File: src/rtl/hilo_ctrl.sv
// hilo_ctrl: HI/LO holder that sequences the registered multiplier and runs a
// 1-bit/cycle restoring signed divide for the 32-bit mult/div path.
module hilo_ctrl #(
    parameter int MULT_LAT = 2,
    parameter int WIDTH    = 32
) (
    input  logic             clock_i,
    input  logic             reset_ni,
    input  logic             start_mult_i,
    input  logic             start_div_i,
    input  logic [WIDTH-1:0] a_i,
    input  logic [WIDTH-1:0] b_i,
    input  logic [WIDTH-1:0] mult_hi_i,
    input  logic [WIDTH-1:0] mult_low_i,
    output logic [WIDTH-1:0] mult_a_o,
    output logic [WIDTH-1:0] mult_b_o,
    output logic [WIDTH-1:0] hi_o,
    output logic [WIDTH-1:0] low_o,
    output logic             busy_o,
    output logic             done_o,
    output logic             div_zero_o
);
    localparam int CW = $clog2(WIDTH);
    typedef enum logic [1:0] {IDLE, MULT_WAIT, DIV_RUN, DIV_FIX} state_e;
    state_e state_q, state_d;
    logic [CW-1:0] cnt_q, cnt_d;
    logic [WIDTH-1:0] mult_a_q, mult_a_d, mult_b_q, mult_b_d, hi_q, hi_d, low_q, low_d;
    logic [WIDTH-1:0] quo_q, quo_d, dvs_q, dvs_d;
    logic [WIDTH:0] rem_q, rem_d;
    logic qneg_q, qneg_d, rneg_q, rneg_d, skip_q, skip_d, done_q, done_d, dz_q, dz_d;
    logic [WIDTH+1:0] trial;

    always_ff @(posedge clock_i) begin
        if (!reset_ni) begin
            state_q  <= IDLE;
            cnt_q    <= '0;
            mult_a_q <= '0;
            mult_b_q <= '0;
            hi_q     <= '0;
            low_q    <= '0;
            quo_q    <= '0;
            dvs_q    <= '0;
            rem_q    <= '0;
            qneg_q   <= 1'b0;
            rneg_q   <= 1'b0;
            skip_q   <= 1'b0;
            done_q   <= 1'b0;
            dz_q     <= 1'b0;
        end else begin
            state_q  <= state_d;
            cnt_q    <= cnt_d;
            mult_a_q <= mult_a_d;
            mult_b_q <= mult_b_d;
            hi_q     <= hi_d;
            low_q    <= low_d;
            quo_q    <= quo_d;
            dvs_q    <= dvs_d;
            rem_q    <= rem_d;
            qneg_q   <= qneg_d;
            rneg_q   <= rneg_d;
            skip_q   <= skip_d;
            done_q   <= done_d;
            dz_q     <= dz_d;
        end
    end

    always_comb begin
        state_d = state_q;
        case (state_q)
            IDLE:      state_d = start_mult_i ? MULT_WAIT :
                                 start_div_i  ? (b_i == '0 ? DIV_FIX : DIV_RUN) : IDLE;
            MULT_WAIT: state_d = cnt_q == '0 ? IDLE : MULT_WAIT;
            DIV_RUN:   state_d = cnt_q == '0 ? DIV_FIX : DIV_RUN;
            default:   state_d = IDLE;
        endcase
    end

    always_comb begin
        cnt_d    = cnt_q;
        mult_a_d = mult_a_q;
        mult_b_d = mult_b_q;
        hi_d     = hi_q;
        low_d    = low_q;
        quo_d    = quo_q;
        dvs_d    = dvs_q;
        rem_d    = rem_q;
        qneg_d   = qneg_q;
        rneg_d   = rneg_q;
        skip_d   = skip_q;
        dz_d     = dz_q;
        done_d   = 1'b0;
        // quo_q doubles as the dividend shift register; quotient bits enter at the bottom
        trial    = {rem_q, quo_q[WIDTH-1]} - {2'b0, dvs_q};
        case (state_q)
            IDLE: begin
                if (start_mult_i) begin
                    mult_a_d = a_i;
                    mult_b_d = b_i;
                    cnt_d    = CW'(MULT_LAT - 1);
                    dz_d     = 1'b0;
                end else if (start_div_i) begin
                    quo_d  = a_i[WIDTH-1] ? -a_i : a_i;
                    dvs_d  = b_i[WIDTH-1] ? -b_i : b_i;
                    qneg_d = a_i[WIDTH-1] ^ b_i[WIDTH-1];
                    rneg_d = a_i[WIDTH-1];
                    dz_d   = b_i == '0;
                    skip_d = b_i == '0;
                    rem_d  = '0;
                    cnt_d  = CW'(WIDTH - 1);
                end
            end
            MULT_WAIT: begin
                cnt_d = cnt_q - CW'(1);
                if (cnt_q == '0) begin
                    hi_d   = mult_hi_i;
                    low_d  = mult_low_i;
                    done_d = 1'b1;
                end
            end
            DIV_RUN: begin
                cnt_d = cnt_q - CW'(1);
                rem_d = trial[WIDTH+1] ? {rem_q[WIDTH-1:0], quo_q[WIDTH-1]} : trial[WIDTH:0];
                quo_d = {quo_q[WIDTH-2:0], ~trial[WIDTH+1]};
            end
            default: begin
                done_d = 1'b1;
                if (!skip_q) begin
                    low_d = qneg_q ? -quo_q : quo_q;
                    hi_d  = rneg_q ? -rem_q[WIDTH-1:0] : rem_q[WIDTH-1:0];
                end
            end
        endcase
    end

    assign mult_a_o   = mult_a_q;
    assign mult_b_o   = mult_b_q;
    assign hi_o       = hi_q;
    assign low_o      = low_q;
    assign busy_o     = state_q != IDLE;
    assign done_o     = done_q;
    assign div_zero_o = dz_q;
endmodule

File: config.mk
export PLATFORM = sky130hd
export DESIGN_NAME = hilo_ctrl
export DESIGN_NICKNAME = d
export VERILOG_FILES = /design/src/rtl/hilo_ctrl.sv
export SDC_FILE = /design/constraint.sdc
export NUM_CORES = 1
export LEC_CHECK = 0
export ABC_AREA = 1
export BUFFER_PORTS_ARGS = -buffer_cell sky130_fd_sc_hd__buf_2
export CORE_UTILIZATION = 37
export DETAILED_ROUTE_END_ITERATION = 8
export PLACE_DENSITY = 0.54
export SYNTH_ARGS = -nofsm -noshare
export SYNTH_HDL_FRONTEND = slang
export SYNTH_SLANG_ARGS = --single-unit
File: constraint.sdc
create_clock -name clock_i -period 3.6 [get_ports clock_i]
set_clock_uncertainty 0.05 [all_clocks]
set_input_delay 0.18 -clock clock_i [delete_from_list [all_inputs] [get_ports clock_i]]
set_output_delay 0.18 -clock clock_i [all_outputs]
set_load 0.02 [all_outputs]
**Word-level counts from Yosys, hierarchy flattened**

Cells that the tools add are included.

- Muxes and demuxes: 30
- Equality and inequality tests: 7
- Bitwise gates (word level): 4
- Shifts and indexed selects: 0
- Reductions and logical operators: 15
- $lt $le $gt $ge: 0
- Divide/modulo/power cells: 0
- Multiply operators: 0
- Add/subtract/negate cells: 6

Operators by type and width:

| cell | number |
|---|---|
| 2-to-1 mux 32 bit | 10 |
| case mux 32 bit (2 select lines) | 3 |
| negator 32 bit | 4 |
| 2-to-1 mux 33 bit | 3 |
| case mux 33 bit (2 select lines) | 1 |
| subtractor 34 x 32 -> 34 bit | 1 |
| logical NOT 32 bit | 1 |
| 2-to-1 mux 5 bit | 2 |
| case mux 5 bit (2 select lines) | 1 |
| AND reduction 3 bit | 3 |
| nonzero test 2 bit | 4 |
| 2-to-1 mux 1 bit | 6 |
| inequality test 2 bit, second input constant | 3 |
| case mux 2 bit (3 select lines) | 1 |
| AND reduction 2 bit | 3 |
| logical NOT 5 bit | 1 |
| subtractor 5 x 1 -> 5 bit, second input constant | 1 |
| 2-to-1 mux 2 bit | 2 |
| OR reduction 2 bit | 2 |
| inequality test 3 bit, second input constant | 1 |
| inverter 1 bit | 3 |
| == test 2 x 1 -> 1 bit, second input constant | 1 |
| == test 2 bit, second input constant | 1 |
| logical NOT 2 bit | 1 |
| 3 further kinds | 3 |

- Bits in latches: 0
- Logic and storage cells: 76
- Output and inout bits: 131
- Bits of input ports: 132
- Memories: 0
- Bits in writable memories: 0
- Memory bits (read-only): 0
- Flip-flop bits (word level): 237

**Depth between registers and ports, before layout**

Gate-level depths: netlist of the first run.

- Depth after elaboration: 5
- Mapped depth: 18
- Mapped depth without buffers: 17

**Worst setup path before layout of the first run**

No wires, ideal clock.

- Path kind: flip-flop to flip-flop
- Start point: reg quo_q[31]
- End point: reg rem_q[24]
- Path buffers: 0
- Arrival: 1.866 ns
- Period minus slack after synthesis: 2.049 ns
- Library setup time: 0.134 ns
- Required time: 3.416 ns
- Cell stages (with the launch flop): 17
- Path slack: 1.551 ns
- Cells stage by stage: dfxtp_1 > inv_1 > ha_1 > inv_1 > fa_1 > nand3_1 > nand3_1 > nand2_1 > nand2_1 > nand2_1 > nand2_1 > nand2_1 > nand3b_1 > nand2_1 > nand3_2 > nand3_1 > a21oi_1

- Cells in the longest elaborated chain, start to end: 3

Ends and longest elaborated chain:

| item | RTL line | RTL |
|---|---|---|
| start: declaration | 28 | `logic [WIDTH-1:0] quo_q, quo_d, dvs_q, dvs_d;` |
| start signal: assignment | 56 | `quo_q <= quo_d;` |
| subtractor 34 x 32 -> 34 bit | 93 | `trial = {rem_q, quo_q[WIDTH-1]} - {2'b0, dvs_q};` |
| 2-to-1 mux 33 bit | 122 | `rem_d = trial[WIDTH+1] ? {rem_q[WIDTH-1:0], quo_q[WIDTH-1]} : trial[WIDTH:0];` |
| case mux 33 bit (2 select lines) | 94 | `case (state_q)` |
| end signal: assignment | 58 | `rem_q <= rem_d;` |
| end: declaration | 29 | `logic [WIDTH:0] rem_q, rem_d;` |

Every way passes these cells.
A chain may end at the register's enable or synchronous reset.

**Worst setup path in the final report of the first run**

- Start point: reg state_q[1]
- End point: reg low_q[6], in the netlist low_o[6]

- Cells in the longest elaborated chain, start to end: 4
- Elaborated cells between the ends (all ways): 9
- Classes of those cells: eq/ne: 4; mux: 1; bitwise: 1; reduce/logical: 3

Ends and longest elaborated chain:

| item | RTL line | RTL |
|---|---|---|
| start: declaration | 25 | `state_e state_q, state_d;` |
| start signal: assignment | 50 | `state_q <= state_d;` |
| == test 2 bit or logical NOT 2 bit (tied branches) | 94 |  |
| OR reduction 2 bit (no source line) | -- |  |
| inverter 1 bit (no source line) | -- |  |
| AND reduction 3 bit (no source line) | -- |  |
| end signal: assignment | 55 | `low_q <= low_d;` |
| end: declaration | 27 | `logic [WIDTH-1:0] mult_a_q, mult_a_d, mult_b_q, mult_b_d, hi_q, hi_d, low_q, low_d;` |

Parallel ways exist; a longest one is shown, timed or not.

==> results of run 1 <==
[state kept, by name (all words and copies together), names as in the netlist, 2 cells and up]
| register | count |
|---|---|
| cnt_q | 5 |
| dvs_q | 32 |
| hi_o | 32 |
| low_o | 32 |
| mult_a_o | 32 |
| mult_b_o | 32 |
| quo_q | 32 |
| rem_q | 33 |
| state_q | 2 |
[final cells by class]
type                       instances  area, µm²  share of cell area, %
tap                              539        674                   3.41
multi-input combinational       1862       9460                   47.8
inverter                         306       1150                   5.82
clock inverter                    15        196                  0.993
clock buffer                      38        800                   4.04
timing repair buffer             407       2760                   14.0
sequential                       237       4740                   24.0
[cells in the mapped netlist (all sizes together), types with 7 or more instances]
library cell	instances	area [µm²]
buf	34	208
and2	7	43.8
clkbuf	89	334
nand4	23	144
nand3	233	1390
a21oi	265	1340
ha	41	513
xor2	43	377
nand3b	16	120
nand2	613	2350
nor2	281	1110
o221ai	17	149
o21ai	202	1030
o211ai	24	180
inv	304	1140
a31oi	9	56.3
nor3	32	185
xnor2	21	184
a221oi	10	87.6
dfxtp	237	4740
[report_power, final]
group	switching [W]	internal [W]
clock network	0.00123	0.00185
logic	0.00182	0.000882
registers	0.000180	0.00288
total	0.00323	0.00562
[cells by family (layout without fill, tap and decap cells)]
kind of cell | after synthesis | in the layout | synth area share, %
AO/OA/AOI/OAI | 535 | 535 | 18.2
XOR/XNOR | 64 | 64 | 3.53
adder cells (fa/ha/maj) | 42 | 42 | 3.36
AND/OR/NAND/NOR | 1221 | 1221 | 34.3
flip-flops | 237 | 237 | 29.9
buffers and inverters | 429 | 766 | 10.7
[per-stage QoR]
stage / total power (W) / cells / hold slack [ps]
6_report: 0.00885 / 3404 / 22.0
5_1_grt: 0.00934 / 3404 / 45.9
4_1_cts: 0.00889 / 3404 / 3.15
3_5_place_dp: 0.00568 / 3228 / 403
3_3_place_gp: 0.00567 / 3228 / 401
2_1_floorplan: 0.00482 / 2528 / 270
[per-layer routing]
metal | track usage (%) | up-vias | wire, µm | share of wire, %
li1 | - | 8903 | - | -
met1 | 37.0 | 8010 | 28000 | 48
met2 | 41.3 | 532 | 25300 | 44
met3 | 3.76 | 67 | 3500 | 6.0
met4 | 5.78 | 0 | 1180 | 2.0
met5 | 0 | - | 0 | 0
[how the worst max path moves through the flow]
stage / endpoint / slack (ps) / from
after global placement: rem_q[4] / 840 / rem_q[18]
final: low_o[6] / 740 / state_q[1]
after floorplan: rem_q[24] / 1550 / quo_q[31]
after detailed placement: dvs_q[18] / 780 / state_q[1]
after CTS: dvs_q[18] / 760 / state_q[1]
after global routing: dvs_q[18] / 480 / state_q[1]
[critical path: stages (launching register included)]
cell,delay (ps)
dfxtp_1,330
inv_1,120
ha_1,440
clkinv_2,460
a21boi_1,240
and2_2,230
buf_4,440
o221ai_1,250
a21oi_1,190
==> results.cfg, run 1 <==
[grt]
grt_pass1_vias = 16600
grt_use_total_pct = 26.0
gr-total-overflow = 0
antenna_found_initial = 0
grt_pass1_wl_um = 91100
grt_max_degree = 94

[worst_setup_path]
worstSetupPathType = flip-flop to flip-flop
r2r-start = state_q[1]
r2r_slack_ps = 740
r2r_end = low_o[6]
end_kind = flip-flop
reg2reg_depth = 8
crit_arrival_ps = 3300
crit_path_start_kind = flip-flop
crit_fanout = 40
worstPathRequired_ps = 4040

[logic_synthesis]
async_reset_ff_share_pct = 0
synth_edf_count = 0
synth_fp_nets = 2702
syn_inst = 2528
ys_seq_elements = 237
avgSynthCellArea_um2 = 6.28
ys_seq_area_share_pct = 29.9
yosys_warnings = 0
yosys.cell_types.count = 47
synthFlopType = dfxtp_1
netlist_area_um2 = 15900

[finish]
post-route-util_pct = 47.0
postLayoutCellArea_um2 = 19800
antennaDiodeCount = 0
final_common_cell = nand2_1
fin_nets = 3017
final_layout_size_suffix_gt1_share_pct = 15.3
fillers = 4419
syn_to_final_growth_pct = 24.7
layout_common_cells = nand2_1, inv_1, nor2_1, a21oi_1, buf_2

[detailed_routing]
first_pass_iters = 5
via_per_inst = 5.14
drt_iter0_markers = 1329
wl_per_cell_um = 17.0
drcViolationCount = 0
num_vias = 17500
ant_nets = 0
drt-total-wl_um = 57900

[min_path]
hold_path_end = hi_o[18]
hold_class = input pin to flip-flop
worstHoldStart = mult_hi_i[18]
hold_depth = 5

[floorplan]
die-area_um2 = 43700
start_util_pct = 37.7
die_x_um = 209
num_rows = 75
core_area_um2 = 42100
die_h_um = 209
ioPinCount = 263

[timing]
tightest_slew_ps = 858
relSlewSlack_pct = 42.7
hold_violations = 0
slew_violations = 0
fin_crit_ps = 2860
setup_viol = 0
period_share_pct = 79.6
setup_tns_ps = 0
fin_ws_ps = 736
grt_setup_unrepaired = false
max_freq_mhz = 349

[place]
placed_cell_area_um2 = 17600
place_congestion = 0.911
dp_hpwl_um = 43800
port_buffers = 262
dp_worst_setup_slack_ps = 777

[clocking]
numCtsBuffers = 29
clk_pin_slew_ps = 60
htreeDepth = 1
clk_path_buf_depth = 3
hold_buffers = 123
post-cts-setup-buffer-count = 0
clk_latency_ps = 590
post_cts_resized = 0
cts_sinks = 237
clockRootBuffer = clkbuf_16
cts_tree = yes

[status]
status = completed

[power_and_ir_drop]
max-vdd-ir-drop_mv = 0.363
powerDensity_nw_per_um2 = 447
leakage_nw = 9.70

[job]
drv_cap = 0
No activity file was read; power rests on OpenSTA's default activity.
==> run 2, diff against run 1 <==
--- a/config.mk
+++ b/config.mk
@@ -9,7 +9,7 @@
 export BUFFER_PORTS_ARGS = -buffer_cell sky130_fd_sc_hd__buf_2
 export CORE_UTILIZATION = 37
 export DETAILED_ROUTE_END_ITERATION = 8
-export PLACE_DENSITY = 0.54
+export PLACE_DENSITY = 0.56
 export SYNTH_ARGS = -nofsm -noshare
 export SYNTH_HDL_FRONTEND = slang
 export SYNTH_SLANG_ARGS = --single-unit
==> constraint.sdc (replaced) <==
create_clock -name clock_i -period 2.5 [get_ports clock_i]
set_clock_uncertainty 0.05 [all_clocks]
set_input_delay 0.125 -clock clock_i [delete_from_list [all_inputs] [get_ports clock_i]]
set_output_delay 0.125 -clock clock_i [all_outputs]
set_load 0.02 [all_outputs]
==> results.cfg, run 2 (same netlist as run 1, synthesis figures left out) <==
[status]
status = completed

[floorplan]
die-area_um2 = 43700
die_h_um = 209
num_rows = 75
start_util_pct = 37.7
ioPinCount = 263
core_area_um2 = 42100
die_x_um = 209

[finish]
antennaDiodeCount = 0
final_layout_size_suffix_gt1_share_pct = 17.4
fin_nets = 3091
final_common_cell = nand2_1
top_register = rem_q
layout_common_cells = nand2_1, inv_1, nor2_1, a21oi_1, buf_2
largest_register_ffs = 33
syn_to_final_growth_pct = 28.7

[detailed_routing]
via_per_inst = 5.13
drcViolationCount = 0
num_vias = 17800
wl_per_cell_um = 17.2
drt-total-wl_um = 59900
ant_nets = 0
drt_iter0_markers = 1347
first_pass_iters = 6

[timing]
grt_setup_unrepaired = false
hold_violations = 0
slew_violations = 0
max_freq_mhz = 432
setup_viol = 0
period_share_pct = 92.6
relSlewSlack_pct = 41.6
setup_tns_ps = 0
tightest_slew_ps = 874
fin_ws_ps = 185
fin_crit_ps = 2310

[place]
dp_hpwl_um = 45300
dp_worst_setup_slack_ps = 86.5
port_buffers = 262
place_congestion = 0.968

[grt]
grt_pass1_vias = 16900
grt_max_degree = 106
antenna_found_initial = 0
grt_pass1_wl_um = 93400
gr-total-overflow = 0
grt_use_total_pct = 26.8

[clocking]
htreeDepth = 1
cts_tree = yes
clk_path_buf_depth = 3
cts_sinks = 237
clockRootBuffer = clkbuf_16
clk_pin_slew_ps = 60
clk_latency_ps = 580
numCtsBuffers = 30

[power_and_ir_drop]
max-vdd-ir-drop_mv = 0.524
powerDensity_nw_per_um2 = 621
leakage_nw = 10.1

[worst_setup_path]
end_kind = flip-flop
worstPathRequired_ps = 2960
crit_path_start_kind = flip-flop
crit_arrival_ps = 2770
worstSetupPathType = flip-flop to flip-flop
crit_fanout = 9

[min_path]
hold_class = input pin to flip-flop

[job]
drv_cap = 0
-- run 2: cell types whose count changed in the layout (fill, tap and decap cells not counted), sizes merged --
cell / previous run / this run
buf: 284 / 350
bufinv: 4 / 1
clkbuf: 38 / 47
clkinv: 12 / 8
clkinvlp: 1 / 0
dlygate4sd3: 123 / 130
inv: 304 / 303
-- run 2: per-layer routing --
layer | GRT usage, % | part of all wire, %
met5 | 0 | 0
met4 | 8.44 | 3.0
met3 | 3.86 | 6.9
met2 | 42.0 | 44
met1 | 37.8 | 46
-- run 2: what timing repair did --
action / in CTS / in global routing
hold buffers: 130 / 0
resized for setup: 0 / 15
setup endpoints to repair: 0 / 17
setup buffers: 0 / 1
hold endpoints to repair: 193 / 0
-- run 2: cell type report --
| cell class | count | area (µm²) |
|---|---|---|
| flip-flops and latches | 237 | 4750 |
| fillers | 4374 | 21700 |
| well taps | 539 | 674 |
| inverters | 306 | 1150 |
| clock inverters | 6 | 62.6 |
| repair buffers | 480 | 3400 |
| clock buffers | 47 | 896 |
| multi-input cells | 1862 | 9500 |
-- run 2: where the power goes --
part / switching (W) / internal [W]
Combinational: 0.00264 / 0.00136
Clock: 0.00175 / 0.00254
Sequential: 0.000237 / 0.00415
-- run 2: worst max-delay path, cell delays in order (launching register included) --
cell	delay [ps]
dfxtp_1	440
ha_1	350
nand2_1	150
inv_2	40
nand2_1	60
nand2_1	80
a21oi_2	210
nor2_4	70
nor2_8	130
nand2_4	80
nand2_4	80
buf_4	210
nand3_1	130
a21oi_1	160
-- run 2: stage by stage --
stage          power, W  std cells  area, µm²  hold slack, ps  util [%]
6_report         0.0127       3477      20400            98.8      48.5
5_1_grt          0.0134       3477      20400             133      48.5
3_5_place_dp    0.00825       3293      18100             352      43.0
3_3_place_gp    0.00822       3293      18100             350      43.0
4_1_cts          0.0127       3476      20400            69.7      48.3
2_1_floorplan   0.00694       2528      15900             215         -
-- run 2: path summary, 6_finish.rpt --
kind              from        end  slack, ps  cells past startpoint
min            b_i[31]  dvs_q[12]        100                      4
max          rem_q[19]   quo_q[0]        190                     13
min reg2reg   hi_o[24]   hi_o[24]        410                      2
max reg2reg  rem_q[19]   quo_q[0]        190                     13
